<file path="src/rtl/irq_flag_ctrl.sv">
// Interrupt controller feeding the CPU flag register: latches/prioritises IRQs and
// saves/restores carry/zero across handlers. Define IRQ_FLAG_NEST_EN for nesting/preemption.
module irq_flag_ctrl #(
  parameter int unsigned       NUM_IRQ     = 4,
  parameter int unsigned       STACK_DEPTH = 4,
  parameter int unsigned       VEC_W       = 8,
  parameter logic [VEC_W-1:0]  VEC_BASE    = 8'h10
) (
  input  logic                             clk,
  input  logic                             rst,
  input  logic                             clk_en,
  input  logic [NUM_IRQ-1:0]               irq_i,
  input  logic                             mask_we,
  input  logic [NUM_IRQ-1:0]               mask_i,
  input  logic                             boundary_i,
  input  logic                             reti_i,
  input  logic                             c_i,
  input  logic                             z_i,
  output logic                             take_o,
  output logic [VEC_W-1:0]                 vec_o,
  output logic                             iwe_o,
  output logic                             intc_o,
  output logic                             intz_o,
  output logic [$clog2(STACK_DEPTH+1)-1:0] depth_o,
  output logic                             err_o
);

  localparam int unsigned DepthW = $clog2(STACK_DEPTH + 1);
  localparam int unsigned IdxW   = (NUM_IRQ > 1) ? $clog2(NUM_IRQ) : 1;
`ifdef IRQ_FLAG_NEST_EN
  localparam int unsigned EffDepth = STACK_DEPTH;
`else
  localparam int unsigned EffDepth = 1;
`endif

  typedef enum logic [1:0] {StRun, StEntry, StRestore} state_e;

  state_e              state_q;
  logic [NUM_IRQ-1:0]  irq_prev_q, pend_q, insvc_q, mask_q;
  logic [1:0]          stack_q [EffDepth];
  logic [DepthW-1:0]   depth_q;
  logic [1:0]          flags_q;
  logic [IdxW-1:0]     sel_q;
  logic                take_q, iwe_q, intc_q, intz_q, err_q;
  logic [VEC_W-1:0]    vec_q;

  logic [NUM_IRQ-1:0]  rise, allowed, elig, clr, insvc_low;
  logic [IdxW-1:0]     sel;
  logic [1:0]          top;
  logic                blocked, can_take;

  assign rise = irq_i & ~irq_prev_q;

  // Only IRQs strictly higher in priority than every in-service IRQ may preempt.
  always_comb begin
    allowed = '0;
    blocked = 1'b0;
`ifdef IRQ_FLAG_NEST_EN
    for (int i = 0; i < NUM_IRQ; i++) begin
      blocked    = blocked | insvc_q[i];
      allowed[i] = ~blocked;
    end
`else
    allowed = (insvc_q == '0) ? '1 : '0;
`endif
  end

  assign elig     = pend_q & mask_q & allowed;
  assign can_take = (|elig) && (depth_q < DepthW'(EffDepth));

  always_comb begin
    sel = '0;
    for (int i = NUM_IRQ - 1; i >= 0; i--) begin
      if (elig[i]) sel = IdxW'(i);
    end
  end

  always_comb begin
    top = '0;
    for (int unsigned i = 0; i < EffDepth; i++) begin
      if (depth_q == DepthW'(i + 1)) top = stack_q[i];
    end
  end

  assign clr       = (state_q == StEntry) ? (NUM_IRQ'(1) << sel_q) : '0;
  assign insvc_low = insvc_q & (~insvc_q + NUM_IRQ'(1));

  always_ff @(posedge clk or negedge rst) begin
    if (!rst) begin
      state_q    <= StRun;
      irq_prev_q <= '0;
      pend_q     <= '0;
      insvc_q    <= '0;
      mask_q     <= '0;
      depth_q    <= '0;
      flags_q    <= '0;
      sel_q      <= '0;
      take_q     <= 1'b0;
      iwe_q      <= 1'b0;
      intc_q     <= 1'b0;
      intz_q     <= 1'b0;
      err_q      <= 1'b0;
      vec_q      <= '0;
      for (int unsigned i = 0; i < EffDepth; i++) stack_q[i] <= '0;
    end else if (clk_en) begin
      irq_prev_q <= irq_i;
      // A fresh edge on the line being taken re-arms it rather than being lost.
      pend_q     <= (pend_q & ~clr) | rise;
      if (mask_we) mask_q <= mask_i;
      unique case (state_q)
        StRun: begin
          if (reti_i) begin
            if (depth_q == '0) begin
              err_q <= 1'b1;
            end else begin
              state_q          <= StRestore;
              iwe_q            <= 1'b1;
              {intc_q, intz_q} <= top;
            end
          end else if (boundary_i && can_take) begin
            state_q <= StEntry;
            take_q  <= 1'b1;
            sel_q   <= sel;
            vec_q   <= VEC_BASE + (VEC_W'(sel) << 2);
            flags_q <= {c_i, z_i};
          end
        end
        StEntry: begin
          for (int unsigned i = 0; i < EffDepth; i++) begin
            if (depth_q == DepthW'(i)) stack_q[i] <= flags_q;
          end
          insvc_q <= insvc_q | clr;
          depth_q <= depth_q + DepthW'(1);
          take_q  <= 1'b0;
          state_q <= StRun;
        end
        StRestore: begin
          insvc_q <= insvc_q & ~insvc_low;
          depth_q <= depth_q - DepthW'(1);
          iwe_q   <= 1'b0;
          state_q <= StRun;
        end
        default: state_q <= StRun;
      endcase
    end
  end

  assign take_o  = take_q;
  assign vec_o   = vec_q;
  assign iwe_o   = iwe_q;
  assign intc_o  = intc_q;
  assign intz_o  = intz_q;
  assign depth_o = depth_q;
  assign err_o   = err_q;

endmodule

</file>
<file path="config.mk">
export PLATFORM = sky130hd
export DESIGN_NAME = irq_flag_ctrl
export DESIGN_NICKNAME = d
export VERILOG_FILES = /design/src/rtl/irq_flag_ctrl.sv
export SDC_FILE = /design/constraint.sdc
export NUM_CORES = 1
export LEC_CHECK = 0
export ABC_AREA = 1
export CORE_UTILIZATION = 45
export CTS_BUF_LIST = sky130_fd_sc_hd__clkbuf_4
export CTS_CLUSTER_DIAMETER = 100
export DETAILED_ROUTE_END_ITERATION = 8
export PLACE_DENSITY = 0.82
export SLEW_MARGIN = 10
export SYNTH_ARGS = -nofsm -noshare
export SYNTH_HDL_FRONTEND = slang
export SYNTH_SLANG_ARGS = --single-unit
</file>
<file path="constraint.sdc">
create_clock -name clk -period 1.4 [get_ports clk]
set_clock_uncertainty 0.1 [all_clocks]
set_input_delay 0.42 -clock clk [delete_from_list [all_inputs] [get_ports clk]]
set_output_delay 0.42 -clock clk [all_outputs]
set_load 0.02 [all_outputs]
</file>
==> impl_metrics.py <==
metrics = {
    "status": {
        "outcome": "finished, violations left",
        "violations": "setup timing",
    },
    "grt": {
        "grt_max_degree": 34,
        "antenna_found_initial": 0,
        "grt_pass1_vias": 1291,
        "grt_pass1_wl_mm": 5.71,
        "gr-total-overflow": 0,
        "grt_usage_pct": 18.6,
    },
    "cts": {
        "clk_pin_slew_ns": 0.10,
        "cts_sinks": 33,
        "clock_path_buffers": 2,
        "cts_tree": "built",
        "clk_latency_ns": 0.34,
        "htree_levels": 2,
        "root_buffer": "clkbuf_4",
        "numCtsBuffers": 5,
    },
    "die": {
        "boundaryPins": 32,
        "die_w_um": 63.4,
        "die_h_um": 63.4,
        "num_rows": 21,
        "core_area_sq_mm": 0.00347,
        "die_area_sq_mm": 0.00402,
        "initial_core_util_pct": 48.9,
    },
    "logic_synthesis": {
        "syn-instance-count": 173,
        "netlist_area_sq_mm": 0.00170,
        "avgSynthCellArea_sq_um": 9.80,
        "yosys_warnings": 0,
        "synth-seq-cells": 33,
        "synth_cell_type_count": 32,
        "seq_area_frac_synth_pct": 48.7,
    },
    "timing": {
        "drv_slew": 0,
        "rsz0062_at_grt": "true",
        "setup-violations-final": 19,
        "finalWorstSetupSlack_ns": -0.0584,
        "hold_violations": 0,
        "finalCritPeriodShare_pct": 104,
        "fin_crit_ns": 1.46,
        "max_freq_ghz": 0.686,
    },
    "routing": {
        "antenna_left": 0,
        "num_vias": 1346,
        "dr_wl_met3_um": 125,
        "routed_via_density": 4.86,
        "drt_iter0_markers": 56,
        "firstDrtPassIters": 4,
        "top_layer": "met4",
        "dr_wl_met2_mm": 1.67,
        "wl_per_cell_um": 12.8,
        "drcViolationCount": 0,
        "wl_met1_mm": 1.68,
        "routed_wl_mm": 3.54,
    },
    "worst_setup_path": {
        "crit_type": "reg2reg",
        "worst_setup_path_start_kind": "flip-flop",
        "crit_fanout": 5,
        "required_ns": 1.53,
        "arrival_ns": 1.59,
        "critPathCaptureType": "flip-flop",
        "rr_worst_depth": 7,
    },
    "finish": {
        "insertedDiodeCount": 0,
        "nNetsFinal": 253,
        "final_common_cell": "nand2_1",
        "drive_gt1_share_pct": 41.6,
        "final_cell_mix": "nand2_1 (34), dfrtp_1 (31), buf_4 (21)",
        "n_fill_cell": 256,
        "area_delta_synth_final_pct": 41.4,
        "final_core_util_pct": 69.1,
        "instances_no_fill": 277,
    },
    "power_and_ir_drop": {
        "power_mw": 3.93,
        "clockPowerShare_pct": 12.9,
        "power_frac_comb_pct": 53.3,
        "switching_power_mw": 1.54,
        "power.internal_mw": 2.39,
        "sw_frac_of_total_pct": 39.2,
        "p_per_area_mw_per_mm2": 1640,
        "pwr-share-seq_pct": 33.8,
        "peakVddDrop_v": 0.000809,
        "power.leakage_nw": 1.09,
    },
    "placement": {
        "gp_congestion": 0.832,
        "portBuffers": 26,
        "hpwl_mm": 2.37,
        "dp_cells": 258,
    },
    "hold_path": {
        "hp-class": "in2async",
    },
    "job": {
        "maxCapViolations": 0,
    },
}
## routing by layer
metal	track usage, %	vias to the layer above
met4	7.67	0
li1	-	674
met2	28.2	31
met3	5.43	8
met5	0	-
met1	24.8	633
## stage by stage
stage                     worst slack (ns)  setup TNS (ns)  area [sq um]  hold slack (ns)
after CTS                          -0.0504          -0.281          2270            0.335
after floorplan                    -0.0554          -0.124          1720           0.0244
after detailed placement            -0.456          -11.83          2120            0.348
after global routing                -0.151           -2.14          2400            0.341
final                              -0.0584          -0.471          2400            0.328
after global placement              -0.403          -11.21          2120            0.343
## critical path, stage by stage, from the launching register on
cell and delay (ns):
dfrtp_2 0.44, inv_2 0.09, buf_6 0.11, nand3_4 0.07, nor2_4 0.24, nand3_4 0.16
nand2_2 0.09, o21ai_1 0.05
## path summary, 6_finish.rpt
path / slack [ns] / startpoint / end
worst max-delay path: -0.06 / depth_o[0] / vec_o[3]
worst min-delay path: 0.33 / rst / mask_q[2]
worst max register to register: -0.06 / depth_o[0] / vec_o[3]
worst min register to register: 0.36 / irq_prev_q[2] / pend_q[2]
max in group asynchronous: 0.67 / rst / depth_o[0]
min in group clk: 0.36 / irq_prev_q[2] / pend_q[2]
## sequential cells by signal, summed over array words and instances, names as in the netlist
| name | cells |
|---|---|
| insvc_q | 4 |
| irq_prev_q | 4 |
| mask_q | 4 |
| pend_q | 4 |
| depth_o | 3 |
| flags_q | 2 |
| stack_q | 2 |
| state_q | 2 |
| vec_o | 2 |
| err_o | 1 |
| intc_o | 1 |
| intz_o | 1 |
| iwe_o | 1 |
| sel_q | 1 |
| take_o | 1 |
## layout make-up
class                           instances  area, sq um  area share [%]
Multi-Input combinational cell        118          877            36.6
Tap cell                               46         57.6            2.40
Timing Repair Buffer                   52          504            21.0
Inverter                               20         80.1            3.34
Sequential cell                        33          828            34.6
Clock inverter                          3         12.5           0.522
Clock buffer                            5         37.5            1.57
## power groups by stage
stage               Sequential, mW  Combinational, mW  Clock [mW]
global route                  1.35               2.27       0.554
detailed placement            1.32               1.58           0
finish                        1.33               2.10       0.507
floorplan                     1.46              0.781           0
global placement              1.31               1.54           0
CTS                           1.32               1.79       0.507
## cell usage after synthesis
cell	n	area share (%)
ha_1	7	5.2
o21ba_2	1	0.59
dfrtp_1	33	49
conb_1	1	0.22
a21boi_1	1	0.44
o21ai_0	12	3.5
xor2_1	2	1.0
o31ai_1	1	0.44
nor2_1	3	0.66
a22oi_2	1	0.74
a21o_1	1	0.44
buf_4	5	2.2
nand3_4	1	1.0
nor3_4	1	0.96
a221oi_1	1	0.52
inv_1	17	3.8
nand3_2	3	1.8
inv_2	3	0.66
buf_6	2	1.3
nor2_4	5	3.3
nor2_2	1	0.37
or2_1	1	0.37
nand3_1	11	3.2
o21ai_1	7	2.1
nand4_1	1	0.37
nand2_1	40	8.9
nand2_2	1	0.37
o21ai_2	1	0.52
mux2_2	6	4.0
nor2_8	1	1.2
nand2_4	1	0.66
o21bai_1	1	0.44
## cell families after synthesis
kind of cell | Yosys count | share of synthesized area (%)
DFF | 33 | 48.7
and+or+nand+nor | 70 | 23.2
buffers and inverters | 27 | 7.97
other | 1 | 0.221
xor gates and xnor gates | 2 | 1.03
AOI/OAI and AO/OA | 27 | 9.74
muxes | 6 | 3.98
adders and majority gates | 7 | 5.17
## timing repair
| item | CTS | global route |
|---|---|---|
| hold buffers | 0 | 0 |
| gates resized for setup | 79 | 24 |
| endpoints found under the setup margin | 37 | 34 |
| cloned | 0 | 1 |
| pin swaps | 4 | 13 |
| setup buffers | 6 | 4 |
(Power assumes the default switching activity.)
